[src/rtl/vtiming_pkg.sv]
// Shared types and mode defaults for the video timing generator.
// Region enums, the delayed sync bundle, and 640x480/800x600 modes.
package vtiming_pkg;

  typedef enum logic [1:0] {
    H_ACT,
    H_FP,
    H_SY,
    H_BP
  } h_state_t;

  typedef enum logic [1:0] {
    V_ACT,
    V_FP,
    V_SY,
    V_BP
  } v_state_t;

  // Generic region order shared by both axes.
  typedef enum logic [1:0] {
    AX_ACT,
    AX_FRONT,
    AX_SYNC,
    AX_BACK
  } axis_state_t;

  typedef struct packed {
    logic hsync;
    logic vsync;
    logic blank;
    logic line;
    logic frame;
  } sync_bits_t;

  localparam sync_bits_t SYNC_FLUSHED = '{
    hsync: 1'b0,
    vsync: 1'b0,
    blank: 1'b1,
    line:  1'b0,
    frame: 1'b0
  };

  // 640x480 @ 60 Hz
  localparam int VGA640_H_ACTIVE = 640;
  localparam int VGA640_H_FRONT  = 16;
  localparam int VGA640_H_SYNC   = 96;
  localparam int VGA640_H_BACK   = 48;
  localparam int VGA640_V_ACTIVE = 480;
  localparam int VGA640_V_FRONT  = 10;
  localparam int VGA640_V_SYNC   = 2;
  localparam int VGA640_V_BACK   = 33;

  // 800x600 @ 72 Hz
  localparam int SVGA800_H_ACTIVE = 800;
  localparam int SVGA800_H_FRONT  = 56;
  localparam int SVGA800_H_SYNC   = 120;
  localparam int SVGA800_H_BACK   = 64;
  localparam int SVGA800_V_ACTIVE = 600;
  localparam int SVGA800_V_FRONT  = 37;
  localparam int SVGA800_V_SYNC   = 6;
  localparam int SVGA800_V_BACK   = 23;

  // True when an unsigned field of the given width holds value.
  function automatic bit fits(
    input int value,
    input int bits
  );
    return (bits >= 31) || (value < (1 << bits));
  endfunction

endpackage

[src/rtl/vtiming_axis.sv]
// One timing axis: four-region FSM with per-region down-counter
// plus a free position counter. Ports: clk/rst/adv in; region/pos/wrap out.
module vtiming_axis
  import vtiming_pkg::*;
#(
  parameter int W       = 10,
  parameter int L_ACT   = 640,
  parameter int L_FRONT = 16,
  parameter int L_SYNC  = 96,
  parameter int L_BACK  = 48
) (
  input  logic        clk,
  input  logic        rst,
  input  logic        adv,
  output axis_state_t region,
  output logic [W-1:0] pos,
  output logic        wrap
);

  localparam int TOTAL = L_ACT + L_FRONT + L_SYNC + L_BACK;

  localparam logic [W-1:0] LAST_ACT   = W'(L_ACT - 1);
  localparam logic [W-1:0] LAST_FRONT = W'(L_FRONT - 1);
  localparam logic [W-1:0] LAST_SYNC  = W'(L_SYNC - 1);
  localparam logic [W-1:0] LAST_BACK  = W'(L_BACK - 1);
  localparam logic [W-1:0] LAST_POS   = W'(TOTAL - 1);

  axis_state_t  state;
  axis_state_t  nextState;
  logic [W-1:0] regionCnt;
  logic [W-1:0] nextCnt;
  logic [W-1:0] nextPos;
  logic         regionEnd;

  always_ff @(posedge clk) begin
    if (rst) begin
      state     <= AX_ACT;
      regionCnt <= LAST_ACT;
      pos       <= '0;
    end else if (adv) begin
      state     <= nextState;
      regionCnt <= nextCnt;
      pos       <= nextPos;
    end
  end

  always_comb begin
    regionEnd = (regionCnt == '0);
    nextState = state;
    nextCnt   = regionCnt - 1'b1;
    nextPos   = (pos == LAST_POS) ? '0 : pos + 1'b1;
    if (regionEnd) begin
      unique case (state)
        AX_ACT: begin
          nextState = AX_FRONT;
          nextCnt   = LAST_FRONT;
        end
        AX_FRONT: begin
          nextState = AX_SYNC;
          nextCnt   = LAST_SYNC;
        end
        AX_SYNC: begin
          nextState = AX_BACK;
          nextCnt   = LAST_BACK;
        end
        default: begin
          nextState = AX_ACT;
          nextCnt   = LAST_ACT;
        end
      endcase
    end
  end

  // Last position of the axis: back porch on its final count.
  always_comb begin
    region = state;
    wrap   = (state == AX_BACK) && regionEnd;
  end

endmodule

[src/rtl/vtiming_gen.sv]
// Parametrised video timing generator with delayed sync/blank/strobes.
// In: PixelClkSrc, PixelRst, PixelEn. Out: PixelX/Y, FetchActive, syncs, strobes.
module vtiming_gen
  import vtiming_pkg::*;
#(
  parameter int XBITS     = 10,
  parameter int YBITS     = 10,
  parameter int H_ACTIVE  = VGA640_H_ACTIVE,
  parameter int H_FRONT   = VGA640_H_FRONT,
  parameter int H_SYNC    = VGA640_H_SYNC,
  parameter int H_BACK    = VGA640_H_BACK,
  parameter int V_ACTIVE  = VGA640_V_ACTIVE,
  parameter int V_FRONT   = VGA640_V_FRONT,
  parameter int V_SYNC    = VGA640_V_SYNC,
  parameter int V_BACK    = VGA640_V_BACK,
  parameter bit HSYNC_POL = 1'b0,
  parameter bit VSYNC_POL = 1'b0,
  parameter int DELAY     = 2
) (
  input  logic             PixelClkSrc,
  input  logic             PixelRst,
  input  logic             PixelEn,
  output logic [XBITS-1:0] PixelX,
  output logic [YBITS-1:0] PixelY,
  output logic             FetchActive,
  output logic             HsyncOut,
  output logic             VsyncOut,
  output logic             Blank,
  output logic             LineStart,
  output logic             FrameStart
);

  localparam int HTOTAL = H_ACTIVE + H_FRONT + H_SYNC + H_BACK;
  localparam int VTOTAL = V_ACTIVE + V_FRONT + V_SYNC + V_BACK;

  if (H_ACTIVE < 1 || H_FRONT < 1 || H_SYNC < 1 || H_BACK < 1 ||
      V_ACTIVE < 1 || V_FRONT < 1 || V_SYNC < 1 || V_BACK < 1)
  begin : gBadRegion
    $error("vtiming_gen: every region length must be >= 1");
  end

  if (!fits(HTOTAL - 1, XBITS)) begin : gBadXbits
    $error("vtiming_gen: XBITS cannot hold HTOTAL-1");
  end

  if (!fits(VTOTAL - 1, YBITS)) begin : gBadYbits
    $error("vtiming_gen: YBITS cannot hold VTOTAL-1");
  end

  if (DELAY < 0 || DELAY > 7) begin : gBadDelay
    $error("vtiming_gen: DELAY must be 0..7");
  end

  axis_state_t      hRegion;
  axis_state_t      vRegion;
  h_state_t         hState;
  v_state_t         vState;
  logic [XBITS-1:0] hPos;
  logic [YBITS-1:0] vPos;
  logic             hWrap;
  logic             vWrap;
  logic             vAdv;
  logic             atFrameStart;
  sync_bits_t       raw;
  sync_bits_t       outBits;
  sync_bits_t       pipe [0:DELAY];

  assign vAdv = PixelEn & hWrap;

  vtiming_axis #(
    .W       (XBITS),
    .L_ACT   (H_ACTIVE),
    .L_FRONT (H_FRONT),
    .L_SYNC  (H_SYNC),
    .L_BACK  (H_BACK)
  ) uHoriz (
    .clk    (PixelClkSrc),
    .rst    (PixelRst),
    .adv    (PixelEn),
    .region (hRegion),
    .pos    (hPos),
    .wrap   (hWrap)
  );

  vtiming_axis #(
    .W       (YBITS),
    .L_ACT   (V_ACTIVE),
    .L_FRONT (V_FRONT),
    .L_SYNC  (V_SYNC),
    .L_BACK  (V_BACK)
  ) uVert (
    .clk    (PixelClkSrc),
    .rst    (PixelRst),
    .adv    (vAdv),
    .region (vRegion),
    .pos    (vPos),
    .wrap   (vWrap)
  );

  assign hState = h_state_t'(hRegion);
  assign vState = v_state_t'(vRegion);

  // atFrameStart marks that the counters sit at X=0,Y=0: set by
  // reset and by the enabled edge that wraps both axes together.
  always_comb begin
    raw       = SYNC_FLUSHED;
    raw.hsync = (hState == H_SY);
    raw.vsync = (vState == V_SY);
    raw.blank = !((hState == H_ACT) && (vState == V_ACT));
    raw.line  = (hPos == '0);
    raw.frame = atFrameStart;
  end

  always_ff @(posedge PixelClkSrc) begin
    if (PixelRst) begin
      PixelX       <= '0;
      PixelY       <= '0;
      FetchActive  <= 1'b0;
      atFrameStart <= 1'b1;
    end else if (PixelEn) begin
      PixelX       <= hPos;
      PixelY       <= vPos;
      FetchActive  <= !raw.blank;
      atFrameStart <= hWrap & vWrap;
    end
  end

  // pipe[0] is aligned with PixelX; pipe[DELAY] drives the outputs.
  for (genvar g = 0; g <= DELAY; g++) begin : gStage
    if (g == 0) begin : gHead
      always_ff @(posedge PixelClkSrc) begin
        if (PixelRst) begin
          pipe[g] <= SYNC_FLUSHED;
        end else if (PixelEn) begin
          pipe[g] <= raw;
        end
      end
    end else begin : gTail
      always_ff @(posedge PixelClkSrc) begin
        if (PixelRst) begin
          pipe[g] <= SYNC_FLUSHED;
        end else if (PixelEn) begin
          pipe[g] <= pipe[g-1];
        end
      end
    end
  end

  assign outBits    = pipe[DELAY];
  assign HsyncOut   = outBits.hsync ^ ~HSYNC_POL;
  assign VsyncOut   = outBits.vsync ^ ~VSYNC_POL;
  assign Blank      = outBits.blank;
  assign LineStart  = outBits.line;
  assign FrameStart = outBits.frame;

endmodule

[config.mk]
export PLATFORM = sky130hd
export DESIGN_NAME = vtiming_gen
export DESIGN_NICKNAME = d
export VERILOG_FILES = /design/src/rtl/vtiming_pkg.sv /design/src/rtl/vtiming_axis.sv /design/src/rtl/vtiming_gen.sv
export SDC_FILE = /design/constraint.sdc
export NUM_CORES = 1
export LEC_CHECK = 0
export BUFFER_PORTS_ARGS = -buffer_cell sky130_fd_sc_hd__buf_2
export CORE_ASPECT_RATIO = 1.75
export CORE_MARGIN = 2
export CORE_UTILIZATION = 30
export DETAILED_ROUTE_END_ITERATION = 8
export GPL_TIMING_DRIVEN = 1
export HOLD_SLACK_MARGIN = 0.06
export PLACE_DENSITY_LB_ADDON = 0.15
export RECOVER_POWER = 25
export SETUP_SLACK_MARGIN = 0.1
export SKIP_LAST_GASP = 1
export SLEW_MARGIN = 20
export SYNTH_ARGS = -nofsm -noshare
export SYNTH_HDL_FRONTEND = slang
export SYNTH_SLANG_ARGS = --single-unit
[constraint.sdc]
create_clock -name PixelClkSrc -period 2.3 [get_ports PixelClkSrc]
set_input_delay 0.115 -clock PixelClkSrc [delete_from_list [all_inputs] [get_ports PixelClkSrc]]
set_output_delay 0.115 -clock PixelClkSrc [all_outputs]
set_load 0.01 [all_outputs]
* Word-level counts from Yosys, hierarchy flattened
Memory sizes are Yosys's and may differ from the RTL's. Index checks and enable logic that the tools add are counted.
Word-level totals: bits in registers 66, memory bits (writable) 15, bits of input ports 3, output and inout port bits 26, memories kept 1
Cells by class: add/sub/neg operators 4, equal/unequal tests 8, muxes and demuxes 16, bitwise operators 7, reductions and logical operators 11
Memories:
- pipe | words 3, bits a word 5, read ports 3, clocked after Yosys merged registers in 0, write ports 3, RTL line vtiming_gen.sv:66 | sync_bits_t pipe [0:DELAY];
Operator list (number):
- $mux W10 | 4
- $logic_not A10 Y1 | 3
- $pmux W10 S3 | 1
- $pmux W9 S3 | 1
- $add A10 B1 Y10 const B | 2
- $eq A10 B10 Y1 const B | 2
- $sub A10 B1 Y10 const B | 2
- $mux W5 | 3
- $pmux W2 S3 | 2
- $eq A2 B2 Y1 const B | 4
- $mux W1 | 5
- $eq A2 B1 Y1 const B | 2
- $logic_not A2 Y1 | 2
- $reduce_and A2 Y1 | 2
- $logic_and A1 B1 Y1 | 3
- $or A1 B1 Y1 | 3
- $and A1 B1 Y1 | 2
- $not A1 Y1 | 2
- $logic_not A1 Y1 | 1

* Logic depth before layout (Yosys ltp)
Gate-level depths: netlist of the first run.
depth after elaboration 4, depth in mapped cells 7, mapped depth without buffers 6

* Hierarchy
Synthesis of the first run repeated with hierarchy kept, for this count alone.
Second synthesis, totals: cell total of the unflattened synthesis 371, area, all modules 3696.0 sq um
By module, submodules not included:
- vtiming_gen | times used 1, cells an instance 112, area an instance 1400.1 sq um
- vtiming_axis at uVert | times used 1, cells an instance 138, area an instance 1213.7 sq um
- vtiming_axis at uHoriz | times used 1, cells an instance 121, area an instance 1082.3 sq um

* Worst setup path before layout of the first run
Ideal clock, no wire load.
path type reg-to-reg, from register uHoriz.regionCnt[0], to register uVert.regionCnt[4], setup time 64 ps, data arrival time 1782 ps, data required time 2236 ps, path slack 454 ps, stages on the path, launching flop included 7, path buffers 0, clock period less this slack 1846 ps, cells stage by stage dfxtp_1 inv_1 ha_1 nor4b_4 nand4_2 or4_1 nand3_1
On the way: longest elaborated chain between the ends 3
Ends and longest elaborated chain:
- start, declared | RTL line vtiming_axis.sv:30 | logic [W-1:0] regionCnt;
- start signal, assigned | RTL line vtiming_axis.sv:42 | regionCnt <= nextCnt;
- $logic_not A10 Y1 | RTL line vtiming_axis.sv:48 | regionEnd = (regionCnt == '0);
- $logic_and A1 B1 Y1 | RTL line vtiming_axis.sv:77 | wrap = (state == AX_BACK) && regionEnd;
- $and A1 B1 Y1 | RTL line vtiming_gen.sv:68 | assign vAdv = PixelEn & hWrap;
- end signal, assigned | RTL line vtiming_axis.sv:42
- end, declared | RTL line vtiming_axis.sv:30
No other way between the ends. A chain may end at the register's enable or synchronous reset.

* Worst setup path after layout of the first run
from register uVert.regionCnt[0], to register uVert.state[0], in the netlist uVert.region[0]
On the way: longest elaborated chain between the ends 2
Ends and longest elaborated chain:
- $logic_not A10 Y1 | RTL line vtiming_axis.sv:48
- $reduce_and A2 Y1 (no line)
- end signal, assigned | RTL line vtiming_axis.sv:41 | state <= nextState;
- end, declared | RTL line vtiming_axis.sv:28 | axis_state_t state;
No other way between the ends.

==> results of run 1 <==
## per-stage QoR
stage / cell area [sq um] / std cells
after floorplan: 3750 / 397
after global placement: 4120 / 587
after detailed placement: 4120 / 587
after CTS: 4410 / 603
after global routing: 4380 / 603
final: 4380 / 603
## power by group through the flow
stage / Combinational, W / Sequential (W) / Clock (W)
after floorplan: 0.0000751 / 0.00151 / 0
after global placement: 0.000115 / 0.00151 / 0
after detailed placement: 0.000119 / 0.00151 / 0
after CTS: 0.000120 / 0.00148 / 0.00144
after global routing: 0.000130 / 0.00149 / 0.00147
final: 0.000113 / 0.00148 / 0.00138
## final cells by class
type / count / share of cell area [%]
multi-input combinational: 275 / 41.3
sequential: 81 / 40.4
clock buffer: 11 / 5.77
timing repair buffer: 42 / 5.08
tap: 168 / 4.80
inverter: 21 / 1.80
clock inverter: 5 / 0.856
## cells in the final DEF (no fill, tap or decap), types with 3 or more instances in the layout
cell,Yosys,layout
mux2i_1,22,22
a31oi_1,4,4
or3_1,7,7
clkbuf_16,0,9
inv_1,21,21
ha_1,15,15
and3_1,13,13
and4_1,3,3
buf_4,0,11
nand4_2,3,3
a21oi_1,14,14
nor2_1,45,45
o31ai_1,3,3
xnor2_1,5,5
nor2b_1,3,3
clkbuf_1,12,12
edfxtp_1,15,15
o21ai_0,25,25
or4_1,4,4
nand4_1,8,8
a41oi_1,3,3
buf_2,3,18
nor4_1,3,3
xor2_1,6,6
nand2_1,28,28
nand3_1,17,17
dfxtp_1,66,66
nor3_1,8,8
## routing by layer
layer  track usage, %  vias up  routed length [microns]
met2             26.2       40                     5080
met1             15.5     1409                     3420
met4             6.35        0                      271
li1                 -     1497                        -
met3             2.82       16                      239
met5                0        -                        0
## worst max-delay path by stage
stage	startpoint	end	depth (start not counted)
finish	uVert.regionCnt[0]	uVert.region[0]	6
detailed placement	uVert.regionCnt[0]	uVert.region[0]	6
floorplan	uHoriz.regionCnt[0]	uVert.regionCnt[4]	6
CTS	uVert.regionCnt[0]	uVert.region[0]	6
global placement	uVert.regionCnt[0]	uVert.region[0]	6
global route	uVert.regionCnt[0]	uVert.region[0]	6
## critical path: cells and delay by family (launching register included)
kind,cells,cell delay (ns)
AND/OR/NAND/NOR,3,1.19
flip-flops,1,0.34
adder cells (fa/ha/maj),1,0.21
AO/OA/AOI/OAI,1,0.14
buffers and inverters,1,0.07
## sequential cells by signal (all words and copies together) (netlist names)
register	cells
uVert.regionCnt	10
PixelX	10
uVert.region	2
uHoriz.region	2
uHoriz.regionCnt	10
atFrameStart	1
FetchActive	1
uHoriz.pos	10
uVert.pos	10
PixelY	10
pipe	15
## cells by family (layout without fill, tap and decap cells)
logic type | count (synthesis) | in the layout | synth area share [%]
AND/OR/NAND/NOR | 160 | 160 | 23.5
flip-flops | 81 | 81 | 47.3
multiplexers | 22 | 22 | 5.88
buffers and inverters | 41 | 79 | 4.41
adder cells (fa/ha/maj) | 15 | 15 | 5.01
AO/OA/AOI/OAI | 67 | 67 | 11.3
XOR/XNOR | 11 | 11 | 2.57
==> metrics list, run 1 <==
* Run status: finished clean
- Count of final setup violators: 0
- In the final design database the tool counted 448 nets.
* Vias in the first global route: 2,998
- Number of buffers between clock root and the deepest sink: 2
- The max-slew violation total from the final report was 0.
* Starting utilization of the core area: between 30% and 40%
* Antenna violations before repair: 0
- First DRT Iteration DRCs: 106
- STA classifies the critical path endpoint as a register.
* Achievable frequency: 0.495 GHz
- Critical Path Source Type: register
- Crit-path max FO: 8
* Power per cell area: 679 nW/um^2
- NetSw: about 0.00067 W
- Design internal power: 0.00230 W
- Die ar.: 13,400 sq um
* Terminus of the critical flop-to-flop path: uVert.region[0]
- Hold path depth: 3
* ANT nets after route: 0
- Relative to the synthesized area, the layout overhead comes to 17.0%.
- Hpwl dp: 6.56 mm
- Area share of the leading cell type in the synthesized netlist: 35.3%
* Worst slack at placement: 0.297 ns
- TritonCTS clock tree: done
- Worst supply voltage drop on vdd: 0.307 mV
- Measured against its own limit, the worst slew margin works out to a little over 30%.
* Sinks on Clock Net: 81
- For this run, the number of Yosys warnings is 0.
- EDFF count, synth: 15
- Register area: 1770 sq um
- Pin placement for this block handled 29 I/O pins.
* Cell Rows: 54
* Required arrival time at the worst endpoint: 2.55 ns
- Die Y-Extent: 152 microns
- After layout, the worst path uses 87.9% of the clock period.
- Counting the buffers created by CTS gives 9.
- Origin of the critical flop-to-flop path: uVert.regionCnt[0]
- The min-delay analysis places its worst path in the category input pin to register.
* Accumulated negative setup slack: 0 ns
* Seq/Total Area, Yosys: 47.3%
* Post-Syn Nets: 415
- Logic gate share of total power: 3.8%
- Die span in x: 88.5 microns
- The final route contains a little under 3,000 vias.
- Hold path startpoint: PixelEn
- The smallest clock period supported by the final layout is computed as 2.02 ns.
* Number of different library cells in the post-synthesis netlist: 54
* Quantity of I/O buffers inserted on ports: 28
- Avg WL per Cell: about 15 microns
* Most frequent cell after synthesis: dfxtp_1
- The share of total power dissipated in the clock network is a little under half.
* Most area-consuming cells after synthesis: dfxtp_1 35%, edfxtp_1 12%, mux2i_1 5.9%
* Fin worst setup slack: 0.278 ns
- Number of hold-repair buffers added at the cts stage: 0
* Count of maximum capacitance violations: 0
- Clock Skews: roughly 0.0097 ns
* Root buffer cell: clkbuf_16
* Most area-hungry cell type in the Yosys netlist: dfxtp_1
- Layout fillers: 1,289
* Classification of the worst setup path: register to register
- The worst hold path terminates at uHoriz.regionCnt[0].
* Data arrival time of the worst path: 2.27 ns
* Register-to-Register Setup Slack: approximately 0.28 ns
- Mapped Avg Cell Area: 9.44 sq um
- Leading cell types by count after synthesis: 66 x dfxtp_1, 45 x nor2_1, 28 x nand2_1, 25 x o21ai_0, 22 x mux2i_1
- For this run, the leading register cell type out of synthesis is dfxtp_1.
- Pin count of the biggest net entering global routing: 31
- GRT overflow: 0
* Tightest Pin Transition: 1.04 ns
- After detailed routing, the number of vias per cell comes to 4.91.
* Fraction of layout instances using a drive strength above 1: 12.9%
- Critical Path, Cell by Cell: inv_1, ha_1, nor4b_4, nand3b_1, or4_1, a21oi_1
- Overall fraction of global-route tracks in use: between 10 and 15%
- Last weighted congestion value of the routability-driven placer: ~0.8
- Clock insertion delay at the later pin of the skew report: 0.33 ns
- Final design utilization: 35.6%
- For the worst flop-to-flop path, the logic depth is 6.
- The largest single stage delay on the critical path is 0.52 ns.
- Counting every instance in the synthesized netlist gives 397.
* Antenna diode instance count: 0
- Length of the first detailed-routing pass in iterations: 4
- For this run, design rule violations remaining after detail routing come to 0.
* WHS: 0.328 ns
- After clock tree synthesis, the clock-pin slew on the worst setup and hold paths is 0.06 ns.
- For this block, the routed nets add up to approximately 9 mm of wire.
- Async SR Flop Fraction: 0%
- After synthesis the cells add up to approximately 3700 sq um.
- Wire length of the first global-routing pass: 15.1 mm
- The multi-input combinational cells in the finished layout cover a total of between 1500 and 2000 sq um.
- Final count of hold timing violations: 0
- Postcts setup bufs: 0
- The clock tree synthesis step divided the H-tree into 3 levels.
* Switching power as a share of total power: a little under a quarter
- Summing internal, switching and leakage power gives ~0.003 W.
- Summed over all cells, the static leakage comes to between 1.5 and 2 nW.
* Post-cts repair resize count: 0
- For this design, the slowest cell found on the critical path is or4_1.
- Core outline area: about 12,000 sq um
* Sequential group share of total power: 49.8%
* Number of synthesized register bits: between 80 and 90
- Unrepaired setup endpoints after global routing: false
No activity file was read; power rests on OpenSTA's default activity.
==> inputs of run 2 (changes only) <==
- PLACE_DENSITY: not set -> 0.57
- PLACE_DENSITY_LB_ADDON: 0.15 -> not set
==> run 2 against run 1 <==
Sequential power hardly changed; cell area grew 0.40%; total power is 2.3% higher; register-to-register slack hardly changed; largest cell class unchanged; largest power group unchanged.
==> metrics list, run 2 (synthesized netlist as in run 1, its figures left out) <==
- The H-tree generated during clock tree synthesis spans 3 levels.
* Clock transition at path regs: 0.06 ns
- After legalization and detailed placement, the total HPWL measured 6.02 mm.
- Leak pwr: 1.75 nW
- Crit end category: register
* Number of buffers between clock root and the deepest sink: 2
* Avg WL per Cell: 14.2 microns
- Entering global routing, the biggest net connects 24 pins.
* Worst slew margin relative to its limit: 33.9%
* ANT nets after route: 0
- Count of final setup violators: 0
* Routed wire length: 8.55 mm
- In the final layout, the share of cells above drive strength 1 is 13.8%.
- Largest delay contributor family on the critical path: simple AND/OR/NAND/NOR gates
- Accumulated negative setup slack: 0 ns
- Bufs and invs on worst path: 1
* Final Slew Violations: 0
- Data arrival time of the worst path: between 2 and 2.5 ns
- The die covers 13,400 sq um.
- The worst-case IR drop observed on VDD is 0.359 mV.
* Share of the clock period used by the worst path: 87.7%
- For this run, the post-layout net count is between 400 and 500.
* Antenna violations before repair: 0
- Summing internal, switching and leakage power gives 0.00304 W.
* Io pins: 29
- The top cell types in the final layout, fill and taps aside, are 66 x dfxtp_1, 45 x nor2_1, 28 x nand2_1, 25 x o21ai_0.
- Synthesis-to-finish area growth: 17.5%
- Class of the tightest hold or removal check: input pin to register
- Layout fillers: 1,321
* Max stage delay cell, worst path: or3_1
* Final count of hold timing violations: 0
* Classification of the worst setup path: register to register
- Power per cell area: about 690 nW/um^2
* Final design utilization: 35.8%
* Achievable frequency: approximately 0.5 GHz
* Register name with the most flops: pipe
- TritonCTS built the clock tree.
* Critical Path Source Type: register
- The number of global-route vias before repair came to roughly 3,000.
- Wire length of the first global-routing pass: 14.4 mm
- The register with the most flip-flops in the layout has 15 of them.
* Slowest cell delay on critical path: 0.46 ns
* Sinks on Clock Net: around 80
- At the later pin of the worst-skew pair, clock insertion delay measures 0.34 ns.
* Die span in x: 88.5 microns
- Run status: finished clean
- For this block, the via count after detailed routing is ~3,000.
- Most common cell after layout, fill and taps aside: dfxtp_1
- In this run the number of cells on the critical path is 6.
* Post-layout minimum cycle time: 2.02 ns
- Root buffer cell: clkbuf_16
- Quantity of I/O buffers inserted on ports: 28
* Required arrival time at the worst endpoint: 2.56 ns
* Unrepaired setup endpoints after global routing: false
- Critical Path, Cell by Cell: inv_1, ha_1, nor4b_4, nand4_2, or3_1, a21oi_1
- Crit-path max FO: 14
- Vias per cell: 4.97
- Across the run, the number of max-cap violations was 0.
- After global routing the overflow that remains totals 0.
- Between clock sinks in the finished design, the worst skew comes to roughly 0.009 ns.
- For this block, the initial DRC count from the detailed router was 165.
- Length of the first detailed-routing pass in iterations: 4
- Die Y-Extent: 152 microns
- Last weighted congestion value of the routability-driven placer: 0.857
- Global routing used a little over an eighth of the available tracks.
- After floorplanning, the core was divided into between 50 and 60 placement rows.
- DRC Markers: 0
* TritonCTS Buffers: 9
* Tightest Pin Transition: 0.991 ns
- Worst reg-to-reg path cell count: 6
- The repair_antennas step left the layout with diodes totalling 0.
- For this configuration, the core starts out at a cell density of 30.5%.
- Core outline area: 12,300 sq um
- Hold path depth: 3
-- run 2: cell count changes in the layout (fill, tap and decap cells not counted), sizes merged --
cell,before,now
buf,29,33
bufinv,0,1
inv,22,23
clkbuf,24,17
-- run 2: where the power goes --
group	internal, W	switching, W
Clock	0.000848	0.000600
Combinational	0.0000382	0.0000729
Sequential	0.00147	0.0000130
Total	0.00236	0.000686
-- run 2: final timing paths --
kind / startpoint / endpoint / slack [ns]
max: uHoriz.regionCnt[0] / uVert.pos[7] / 0.28
min: PixelEn / atFrameStart / 0.31
min reg2reg: atFrameStart / atFrameStart / 0.48
max reg2reg: uHoriz.regionCnt[0] / uVert.pos[7] / 0.28
-- run 2: area by class of cell --
cell class | instances | area [sq um] | area share (%)
clock inverters | 7 | 76.3 | 1.73
inverters | 21 | 78.8 | 1.79
multi-input cells | 275 | 1820 | 41.3
well taps | 168 | 210 | 4.78
flip-flops and latches | 81 | 1770 | 40.3
clock buffers | 9 | 225 | 5.12
repair buffers | 41 | 223 | 5.06
-- run 2: timing repair --
| item | in CTS | in global routing |
|---|---|---|
| endpoints found under the setup margin | 0 | 4 |
| buffers inserted | 0 | 2 |
| hold buffers | 0 | 0 |
| gates resized for setup | 0 | 1 |
-- run 2: per-stage QoR --
stage                     setup WS, ns  instance area [sq um]  std cells  hold slack [ns]
after floorplan                  0.454                   3750        397            0.426
after global placement           0.326                   4090        584            0.467
after global routing             0.124                   4400        602            0.375
final                            0.283                   4400        602            0.313
after CTS                        0.228                   4390        600            0.176
after detailed placement         0.236                   4090        584            0.467
-- run 2: metal layers --
layer,share of wire (%),GRT usage [%],vias up
met1,40,15.6,1407
met5,0,0,-
li1,-,-,1487
met3,3.1,1.85,14
met2,54,23.0,83
met4,2.9,9.09,0
-- run 2: worst min-delay path: stages --
cell and delay [ns]:
buf_2 0.12, buf_4 0.21, o21ai_0 0.16
